### src/rtl/uart_pkg.sv
// uart_pkg: shared UART types, parity modes and baud-rate helper
package uart_pkg;
  typedef enum logic [2:0] {S_IDLE, S_START, S_DATA, S_PARITY, S_STOP, S_BREAK} rx_state_t;
  localparam int PAR_NONE = 0;
  localparam int PAR_EVEN = 1;
  localparam int PAR_ODD  = 2;
  function automatic int clks_per_bit(input int clk_freq, input int baud);
    return clk_freq / baud;
  endfunction
endpackage

### src/rtl/uart_rx_sync.sv
// uart_rx_sync: two-flop line synchroniser with a three-sample majority window
module uart_rx_sync (
  input  logic clk,
  input  logic rst_n,
  input  logic rx_serial,
  output logic rxs,
  output logic rxs_prev,
  output logic maj
);
  logic       meta;
  logic [1:0] hist;
  // synchroniser and sample history shift together; everything idles high
  always_ff @(posedge clk or negedge rst_n)
    if (!rst_n) {meta, rxs, hist} <= '1;
    else {meta, rxs, hist} <= {rx_serial, meta, hist[0], rxs};
  assign rxs_prev = hist[0];
  assign maj = (rxs & hist[0]) | (rxs & hist[1]) | (hist[0] & hist[1]);
endmodule

### src/rtl/uart_rx_param.sv
// uart_rx_param: parametrised UART receiver with majority sampling, error detection and a one-word buffer
module uart_rx_param
  import uart_pkg::*;
#(
  parameter int CLK_FREQ  = 49_500_000,
  parameter int BAUD      = 115200,
  parameter int DATA_BITS = 8,
  parameter int PARITY    = 0,
  parameter int STOP_BITS = 1
) (
  input  logic                 clk,
  input  logic                 rst_n,
  input  logic                 rx_serial,
  output logic [DATA_BITS-1:0] rx_data,
  output logic                 rx_valid,
  input  logic                 rx_ready,
  output logic                 parity_err,
  output logic                 frame_err,
  output logic                 overrun,
  output logic                 break_det
);
  localparam int CPB  = clks_per_bit(CLK_FREQ, BAUD);
  localparam int HALF = CPB >> 1;
  localparam int CW   = $clog2(CPB);
  localparam int IW   = $clog2(DATA_BITS);
  localparam logic [CW-1:0] C_LAST = CW'(CPB - 1);
  localparam logic [CW-1:0] C_HALF = CW'(HALF - 1);
  localparam logic [IW-1:0] I_LAST = IW'(DATA_BITS - 1);
  localparam logic          S_LAST = 1'(STOP_BITS - 1);

  if (CPB < 8 || DATA_BITS < 5 || DATA_BITS > 9 || PARITY < 0 || PARITY > PAR_ODD ||
      STOP_BITS < 1 || STOP_BITS > 2) begin : g_bad_cfg
    $error("uart_rx_param: illegal configuration");
  end

  rx_state_t state, state_n;
  logic [CW-1:0] cnt;
  logic [IW-1:0] bit_idx;
  logic [DATA_BITS-1:0] data;
  logic par_bit, stop_idx, ferr;
  logic rxs, rxs_prev, maj;
  logic bit_end, last_stop, fe_all, zero, good, load, perr;

  uart_rx_sync u_sync (
    .clk      (clk),
    .rst_n    (rst_n),
    .rx_serial(rx_serial),
    .rxs      (rxs),
    .rxs_prev (rxs_prev),
    .maj      (maj)
  );

  // frame decode strobes and next state; a frame ends at the last stop-bit sample
  always_comb begin
    bit_end   = cnt == C_LAST;
    last_stop = state == S_STOP && bit_end && stop_idx == S_LAST;
    fe_all    = ferr | ~maj;
    zero      = data == '0 && (PARITY == PAR_NONE || !par_bit);
    good      = last_stop && !fe_all;
    load      = good && (!rx_valid || rx_ready);
    perr      = PARITY == PAR_EVEN ? ^{data, par_bit} : PARITY == PAR_ODD ? ~^{data, par_bit} : 1'b0;
    state_n   = state;
    case (state)
      S_IDLE:   state_n = (rxs_prev && !rxs) ? S_START : S_IDLE;
      S_START:  state_n = cnt != C_HALF ? S_START : maj ? S_IDLE : S_DATA;
      S_DATA:   state_n = !(bit_end && bit_idx == I_LAST) ? S_DATA : PARITY != PAR_NONE ? S_PARITY : S_STOP;
      S_PARITY: state_n = bit_end ? S_STOP : S_PARITY;
      S_STOP:   state_n = !last_stop ? S_STOP : (fe_all && zero) ? S_BREAK : S_IDLE;
      S_BREAK:  state_n = rxs ? S_IDLE : S_BREAK;
      default:  state_n = S_IDLE;
    endcase
  end

  // state register
  always_ff @(posedge clk or negedge rst_n)
    if (!rst_n) state <= S_IDLE;
    else state <= state_n;

  // bit timing, word assembly, output buffer and one-clock status pulses
  always_ff @(posedge clk or negedge rst_n)
    if (!rst_n) begin
      cnt        <= '0;
      bit_idx    <= '0;
      data       <= '0;
      par_bit    <= 1'b0;
      stop_idx   <= 1'b0;
      ferr       <= 1'b0;
      rx_data    <= '0;
      rx_valid   <= 1'b0;
      parity_err <= 1'b0;
      frame_err  <= 1'b0;
      overrun    <= 1'b0;
      break_det  <= 1'b0;
    end else begin
      cnt      <= (state_n != state || state == S_IDLE || bit_end) ? '0 : cnt + 1'b1;
      bit_idx  <= state != S_DATA ? '0 : bit_end ? bit_idx + 1'b1 : bit_idx;
      if (state == S_DATA && bit_end) data[bit_idx] <= maj;
      if (state == S_PARITY && bit_end) par_bit <= maj;
      stop_idx <= state != S_STOP ? 1'b0 : stop_idx ^ bit_end;
      ferr     <= state != S_STOP ? 1'b0 : ferr | (bit_end & ~maj);
      rx_valid <= load | (rx_valid & ~rx_ready);
      if (load) begin
        rx_data    <= data;
        parity_err <= perr;
      end
      frame_err <= last_stop & fe_all & ~zero;
      overrun   <= good & rx_valid & ~rx_ready;
      break_det <= last_stop & fe_all & zero;
    end
endmodule

### config.mk
export PLATFORM = sky130hd
export DESIGN_NAME = uart_rx_param
export DESIGN_NICKNAME = d
export VERILOG_FILES = /design/src/rtl/uart_pkg.sv /design/src/rtl/uart_rx_sync.sv /design/src/rtl/uart_rx_param.sv
export SDC_FILE = /design/constraint.sdc
export NUM_CORES = 1
export LEC_CHECK = 0
export BUFFER_PORTS_ARGS = -buffer_cell sky130_fd_sc_hd__buf_4
export CORE_AREA = 2 2 85 87
export DETAILED_ROUTE_END_ITERATION = 8
export DIE_AREA = 0 0 87 89
export GPL_TIMING_DRIVEN = 0
export PLACE_DENSITY_LB_ADDON = 0.1
export SLEW_MARGIN = 20
export SYNTH_ARGS = -nofsm -noshare
export SYNTH_HDL_FRONTEND = slang
export SYNTH_SLANG_ARGS = --single-unit
### constraint.sdc
create_clock -name clk -period 4.5 [get_ports clk]
set_input_delay 0.225 -clock clk [delete_from_list [all_inputs] [get_ports clk]]
set_output_delay 0.225 -clock clk [all_outputs]
set_load 0.005 [all_outputs]
==> impl_metrics.json, run 1 <==
{
  "ios": 17,
  "netlist_instances": 170,
  "num_rows": 30,
  "synth_nets": 179,
  "async_reset_ff_frac": 1.00,
  "worstRegToRegCells": 7,
  "final-instance-count-excl-fill": 274,
  "port-buffer-count": 15,
  "viasPerCell": 4.80,
  "dieHeight_um": 89,
  "final_common_cell": "dfrtp_1",
  "critPathSlowestCell": "or4_4",
  "die-area_um2": 7740,
  "status": "finished clean",
  "cts_made_buffers": 5,
  "slowest_delay_ns": 0.49,
  "setup_viol": 0,
  "n_antenna_cell": 0,
  "grt_overflow": 0,
  "rsz0062_at_grt": "no",
  "grt_use_total": 0.109,
  "post-route-min-period_ns": 2.31,
  "place_hpwl_um": 2640,
  "gp_congestion": 0.776,
  "drt_iter0_drc": 66,
  "area_delta_synth_final_pct": 17.4,
  "cts.sinks": 41,
  "ir_drop_uv": 95.7,
  "yosys_most_used_dff": "dfrtp_1",
  "critPathCaptureType": "flip-flop",
  "worst_pin_slew_ns": 0.957,
  "cp.arrival_ns": 2.50,
  "grt_first_pass_wirelength_um": 6550,
  "crit_type": "reg2reg",
  "cp_cell_sequence": "inv_1, ha_1, nand2_1, or4_4, buf_6, nor3_4, mux2_2",
  "cts_buffer_depth": 2,
  "htreeDepth": 2,
  "tns_ns": 0,
  "p_leak_nw": 1.06,
  "grt_start_max_net_pins": 42,
  "tritoncts": "done",
  "synthDistinctLibCells": 48,
  "finalHoldViolCount": 0,
  "fin_util": 0.345,
  "path_max_fanout": 8,
  "slew_headroom": 0.357,
  "fin_skew_ns": 0.00727,
  "min-delay-path-class": "in2reg",
  "nets": 202,
  "maxCapViolCount": 0,
  "clkSlewWorstSetupHoldPaths_ns": 0.08,
  "routedWlPerCell_um": 13.8,
  "drive_gt1_frac": 0.278,
  "slew_violations": 0,
  "insertion_delay_ns": 0.30,
  "vias": 1316,
  "place_inst": 265,
  "syn_avg_cell_area_um2": 11.6,
  "powerDensity_nw_per_um2": 365,
  "whs_path_depth": 1,
  "synth_edf_count": 0,
  "dr.pass1.iters": 4,
  "ant_nets": 0,
  "timing.fmax_mhz": 434,
  "antenna_found_initial": 0,
  "fin_crit_sh": 0.512,
  "yosysWarnings": 0,
  "die-width_um": 87,
  "root_buffer": "clkbuf_8",
  "worstPathRequired_ns": 4.69,
  "routed_wl_um": 3790,
  "remaining_drc_errors": 0,
  "synth-seq-area-share": 0.523,
  "initial_utilization": 0.293,
  "core_um2": 6720,
  "synth_area_um2": 1970,
  "final_cell_mix": "dfrtp_1 (37), nor2_1 (18), buf_4 (17), mux2_2 (13), nand2_1 (10)",
  "worstSetupStartpointType": "flip-flop",
  "ys_seq_elements": 41,
  "grt_pass1_vias": 1334
}
## Yosys cell counts, types with 2 or more instances
library cell / count / area (um^2)
dfstp_2: 4 / 105
xor2_1: 5 / 43.8
and3_1: 2 / 12.5
nor4b_1: 3 / 26.3
ha_1: 5 / 62.6
clkbuf_1: 3 / 11.3
nand3_1: 7 / 35.0
nor3b_1: 2 / 15.0
mux2_2: 13 / 146
buf_4: 2 / 15.0
xnor2_1: 3 / 26.3
nand2_1: 10 / 37.5
mux2_1: 3 / 33.8
a211o_1: 2 / 17.5
dfrtp_1: 37 / 926
nor4_1: 3 / 18.8
a21oi_1: 3 / 15.0
a31oi_1: 2 / 12.5
nor2_1: 18 / 67.6
inv_1: 4 / 15.0
nor3_1: 2 / 10.0
nand2b_1: 7 / 43.8
or4_1: 2 / 15.0
nor4_2: 4 / 50.1
## stage by stage
step,instance area [um^2],hold WS (ns),total power [mW],setup slack (ns)
after floorplan,1970,-0.0706,0.504,2.38
after global placement,2180,0.245,0.539,2.20
after detailed placement,2180,0.253,0.540,2.18
after CTS,2310,0.0254,0.861,2.17
after global routing,2310,0.0193,0.897,2.05
final,2310,0.0340,0.845,2.19
## state kept, by name, summed over array words and instances (netlist names)
signal	cells
bit_idx	3
break_det	1
cnt	9
data	8
ferr	1
frame_err	1
overrun	1
rx_data	8
rx_valid	1
state	3
stop_idx	1
u_sync.hist	2
u_sync.meta	1
u_sync.rxs	1
## metal layers
metal	GRT usage	routed length (um)	share of wire	vias up
li1	-	-	-	650
met1	0.146	1840	0.49	635
met2	0.169	1730	0.46	25
met3	0.0259	153	0.040	6
met4	0.0469	71	0.019	0
met5	0	0	0	-
## timing repair
| action | 4_1_cts | 5_1_grt |
|---|---|---|
| hold endpoints to repair | 37 | 0 |
| hold buffers | 1 | 0 |
| gates resized for setup | 0 | 0 |
| setup endpoints to repair | 0 | 0 |
| buffers inserted | 0 | 0 |
## critical path: cells and delay by family (launching register included)
| kind | cells | cell delay [ns] |
|---|---|---|
| muxes | 1 | 0.39 |
| buffers and inverters | 2 | 0.23 |
| and+or+nand+nor | 3 | 0.99 |
| adders and majority gates | 1 | 0.14 |
| DFF | 1 | 0.44 |
## cell type report
class | count | area [um^2]
plain buffers | 8 | 57.6
clock buffers | 6 | 82.6
clock inverters | 2 | 37.5
fillers | 645 | 4400
inverters | 4 | 15.0
multi-input cells | 117 | 868
flip-flops and latches | 41 | 1030
well taps | 80 | 100
repair buffers | 16 | 123
## path summary, 6_finish.rpt
path	start	end	slack, ns
setup / recovery	cnt[0]	rx_data[2]	2.19
hold / removal	rx_serial	u_sync.meta	0.03
setup reg to reg	cnt[0]	rx_data[2]	2.19
hold reg to reg	u_sync.meta	u_sync.rxs	0.36
max in group asynchronous	rst_n	u_sync.hist[0]	3.69
min in group asynchronous	rst_n	cnt[5]	0.45
## cell families (layout without fill, tap and decap cells)
| family | after synthesis | count (layout) | share of synthesized area |
|---|---|---|---|
| AND/OR/NAND/NOR | 70 | 70 | 0.216 |
| multiplexers | 16 | 16 | 0.0914 |
| adder cells (fa/ha/maj) | 6 | 6 | 0.0368 |
| other | 1 | 1 | 0.00190 |
| flip-flops | 41 | 41 | 0.523 |
| AO/OA/AOI/OAI | 16 | 16 | 0.0590 |
| XOR/XNOR | 8 | 8 | 0.0355 |
| buffers and inverters | 12 | 36 | 0.0368 |
## power breakdown
part / switching (mW) / internal, mW / total, mW / leakage, nW
combinational: 0.0704 / 0.0458 / 0.116 / 0.451
clock: 0.133 / 0.180 / 0.313 / 0.0574
sequential: 0.0217 / 0.393 / 0.415 / 0.549
total: 0.225 / 0.620 / 0.845 / 1.06
No activity file was read; power rests on OpenSTA's default activity.
==> run 2, diff against run 1 <==
==> constraint.sdc (replaced) <==
create_clock -name clk -period 2.4 [get_ports clk]
set_input_delay 0.12 -clock clk [delete_from_list [all_inputs] [get_ports clk]]
set_output_delay 0.12 -clock clk [all_outputs]
set_load 0.005 [all_outputs]
==> run 2 against run 1 <==
Effect of this change: wire length grew 0.48%; first-iteration DRC count grew 6.1%; design area grew 0.70%; largest cell class unchanged; register-to-register slack lost 2.1 ns; via count grew 0.15%; largest power group unchanged; core utilization grew 0.24 points; total power grew 88%; non-clock buffer count grew 1; worst hold slack gained 0.10 ns; sequential cell count is the same.
==> impl_metrics.json, run 2 (same netlist as run 1, synthesis figures left out) <==
{
  "status": "finished clean",
  "place_area_um2": 2180,
  "p_leak_nw": 1.06,
  "cp_cell_sequence": "inv_1, ha_1, nand2_1, or4_4, buf_6, buf_8, nor4_2, mux2_1",
  "routed_wl_um": 3810,
  "initial_utilization": 0.293,
  "dieHeight_um": 89,
  "die-area_um2": 7740,
  "final_common_cell": "dfrtp_1",
  "largest_reg_flops": 9,
  "clkSlewWorstSetupHoldPaths_ns": 0.08,
  "ir_drop_uv": 180,
  "cp.arrival_ns": 2.45,
  "drive_gt1_frac": 0.282,
  "fin_crit_sh": 0.942,
  "gp_congestion": 0.776,
  "power.switching_mw": 0.422,
  "worstSetupStartpointType": "flip-flop",
  "rsz0062_at_grt": "no",
  "cts_made_buffers": 5,
  "crit_type": "reg2reg",
  "powerDensity_nw_per_um2": 680,
  "area_delta_synth_final_pct": 18.2,
  "drt_iter0_drc": 70,
  "timing.final.ws_setup_ns": 0.140,
  "ios": 17,
  "switching_share": 0.266,
  "grt_overflow": 0,
  "critPathSlowestCell": "or4_4",
  "core_um2": 6720,
  "post-place-ws_ns": 0.0792,
  "num_rows": 30,
  "worstPathRequired_ns": 2.58,
  "critPathBufInv": 3,
  "post-route-min-period_ns": 2.26,
  "min-delay-path-class": "in2reg",
  "remaining_drc_errors": 0,
  "grt_use_total": 0.109,
  "worst_pin_slew_ns": 0.961,
  "reg.largest.list": "cnt x9, data x8, rx_data x8",
  "crit_family": "simple AND/OR/NAND/NOR gates",
  "multiInputGateArea_um2": 875,
  "grt_first_pass_wirelength_um": 6570,
  "port-buffer-count": 15,
  "path_max_fanout": 10,
  "grt_pass1_vias": 1340,
  "viasPerCell": 4.79,
  "antenna_found_initial": 0,
  "dr.pass1.iters": 4,
  "sequentialPowerShare": 0.491,
  "routedWlPerCell_um": 13.8,
  "n_antenna_cell": 0,
  "fin_skew_ns": 0.00719,
  "vias": 1318,
  "cts_buffer_depth": 2,
  "nets": 203,
  "regMostFlops": "cnt",
  "grt_start_max_net_pins": 42,
  "ant_nets": 0,
  "postLayoutCellArea_um2": 2330,
  "post-cts-setup-buffer-count": 0,
  "p_clk_frac": 0.370,
  "slew_violations": 0,
  "die-width_um": 87,
  "critPathCaptureType": "flip-flop",
  "tritoncts": "done",
  "htreeDepth": 2,
  "maxCapViolCount": 0,
  "slew_headroom": 0.354,
  "slowest_delay_ns": 0.49,
  "cts.sinks": 41,
  "insertion_delay_ns": 0.30,
  "place_hpwl_um": 2640,
  "timing.fmax_mhz": 442,
  "tns_ns": 0,
  "finalHoldViolCount": 0,
  "filler_cell_count": 643,
  "root_buffer": "clkbuf_8",
  "internal-power_mw": 1.16,
  "final_cell_mix": "dfrtp_1 (37), nor2_1 (18), buf_4 (17), mux2_2 (13), nand2_1 (10)",
  "setup_viol": 0,
  "power_frac_comb": 0.138,
  "ff_latch_area_um2": 1030
}
## run 2: repair_timing
action	in CTS	in global routing
gates resized for setup	0	1
hold buffers	2	0
endpoints found under the setup margin	0	8
endpoints found under the hold margin	38	0
## run 2: layer usage
layer / vias to the layer above / wire (um) / part of all wire / track usage
met5: - / 0 / 0 / 0
met4: 0 / 71 / 0.019 / 0.0469
met3: 6 / 153 / 0.040 / 0.0259
met2: 25 / 1730 / 0.46 / 0.170
met1: 638 / 1850 / 0.49 / 0.146
li1: 649 / - / - / -
## run 2: final timing paths
check                             from              to  slack, ns  depth (start not counted)
max                             cnt[0]         data[7]       0.14                          8
min                           rx_ready         overrun       0.14                          3
max reg2reg                     cnt[0]         data[7]       0.14                          8
min reg2reg                u_sync.meta      u_sync.rxs       0.36                          0
max in group asynchronous        rst_n  u_sync.hist[0]       1.70                          2
min in group asynchronous        rst_n          cnt[5]       0.34                          2
## run 2: area by class of cell
cell class	count	area share
clock inverter	2	0.0161
multi-input combinational	117	0.375
timing repair buffer	17	0.0569
tap	80	0.0429
buffer	8	0.0247
inverter	4	0.00644
sequential	41	0.442
clock buffer	6	0.0354
## run 2: worst register-to-register path: cells and delay by family (launching register included)
family,cells,cell delay [ns]
simple gates,3,0.85
flops,1,0.44
mux,1,0.34
buf+inv,3,0.37
fa+ha+maj,1,0.14
## run 2: through the flow
stage / util / total power, mW / hold WS, ns / cells
3_3_place_gp: 0.325 / 1.01 / 0.140 / 265
5_1_grt: 0.347 / 1.68 / 0.152 / 275
4_1_cts: 0.346 / 1.62 / 0.136 / 275
3_5_place_dp: 0.325 / 1.01 / 0.148 / 265
6_report: 0.347 / 1.58 / 0.136 / 275
2_1_floorplan: - / 0.946 / -0.176 / 170
## run 2: power groups by stage
stage          combinational [mW]  sequential, mW  clock, mW
2_1_floorplan               0.162           0.783          0
3_3_place_gp                0.219           0.792          0
3_5_place_dp                0.220           0.793          0
4_1_cts                     0.224           0.779      0.611
5_1_grt                     0.257           0.789      0.638
6_report                    0.219           0.779      0.587
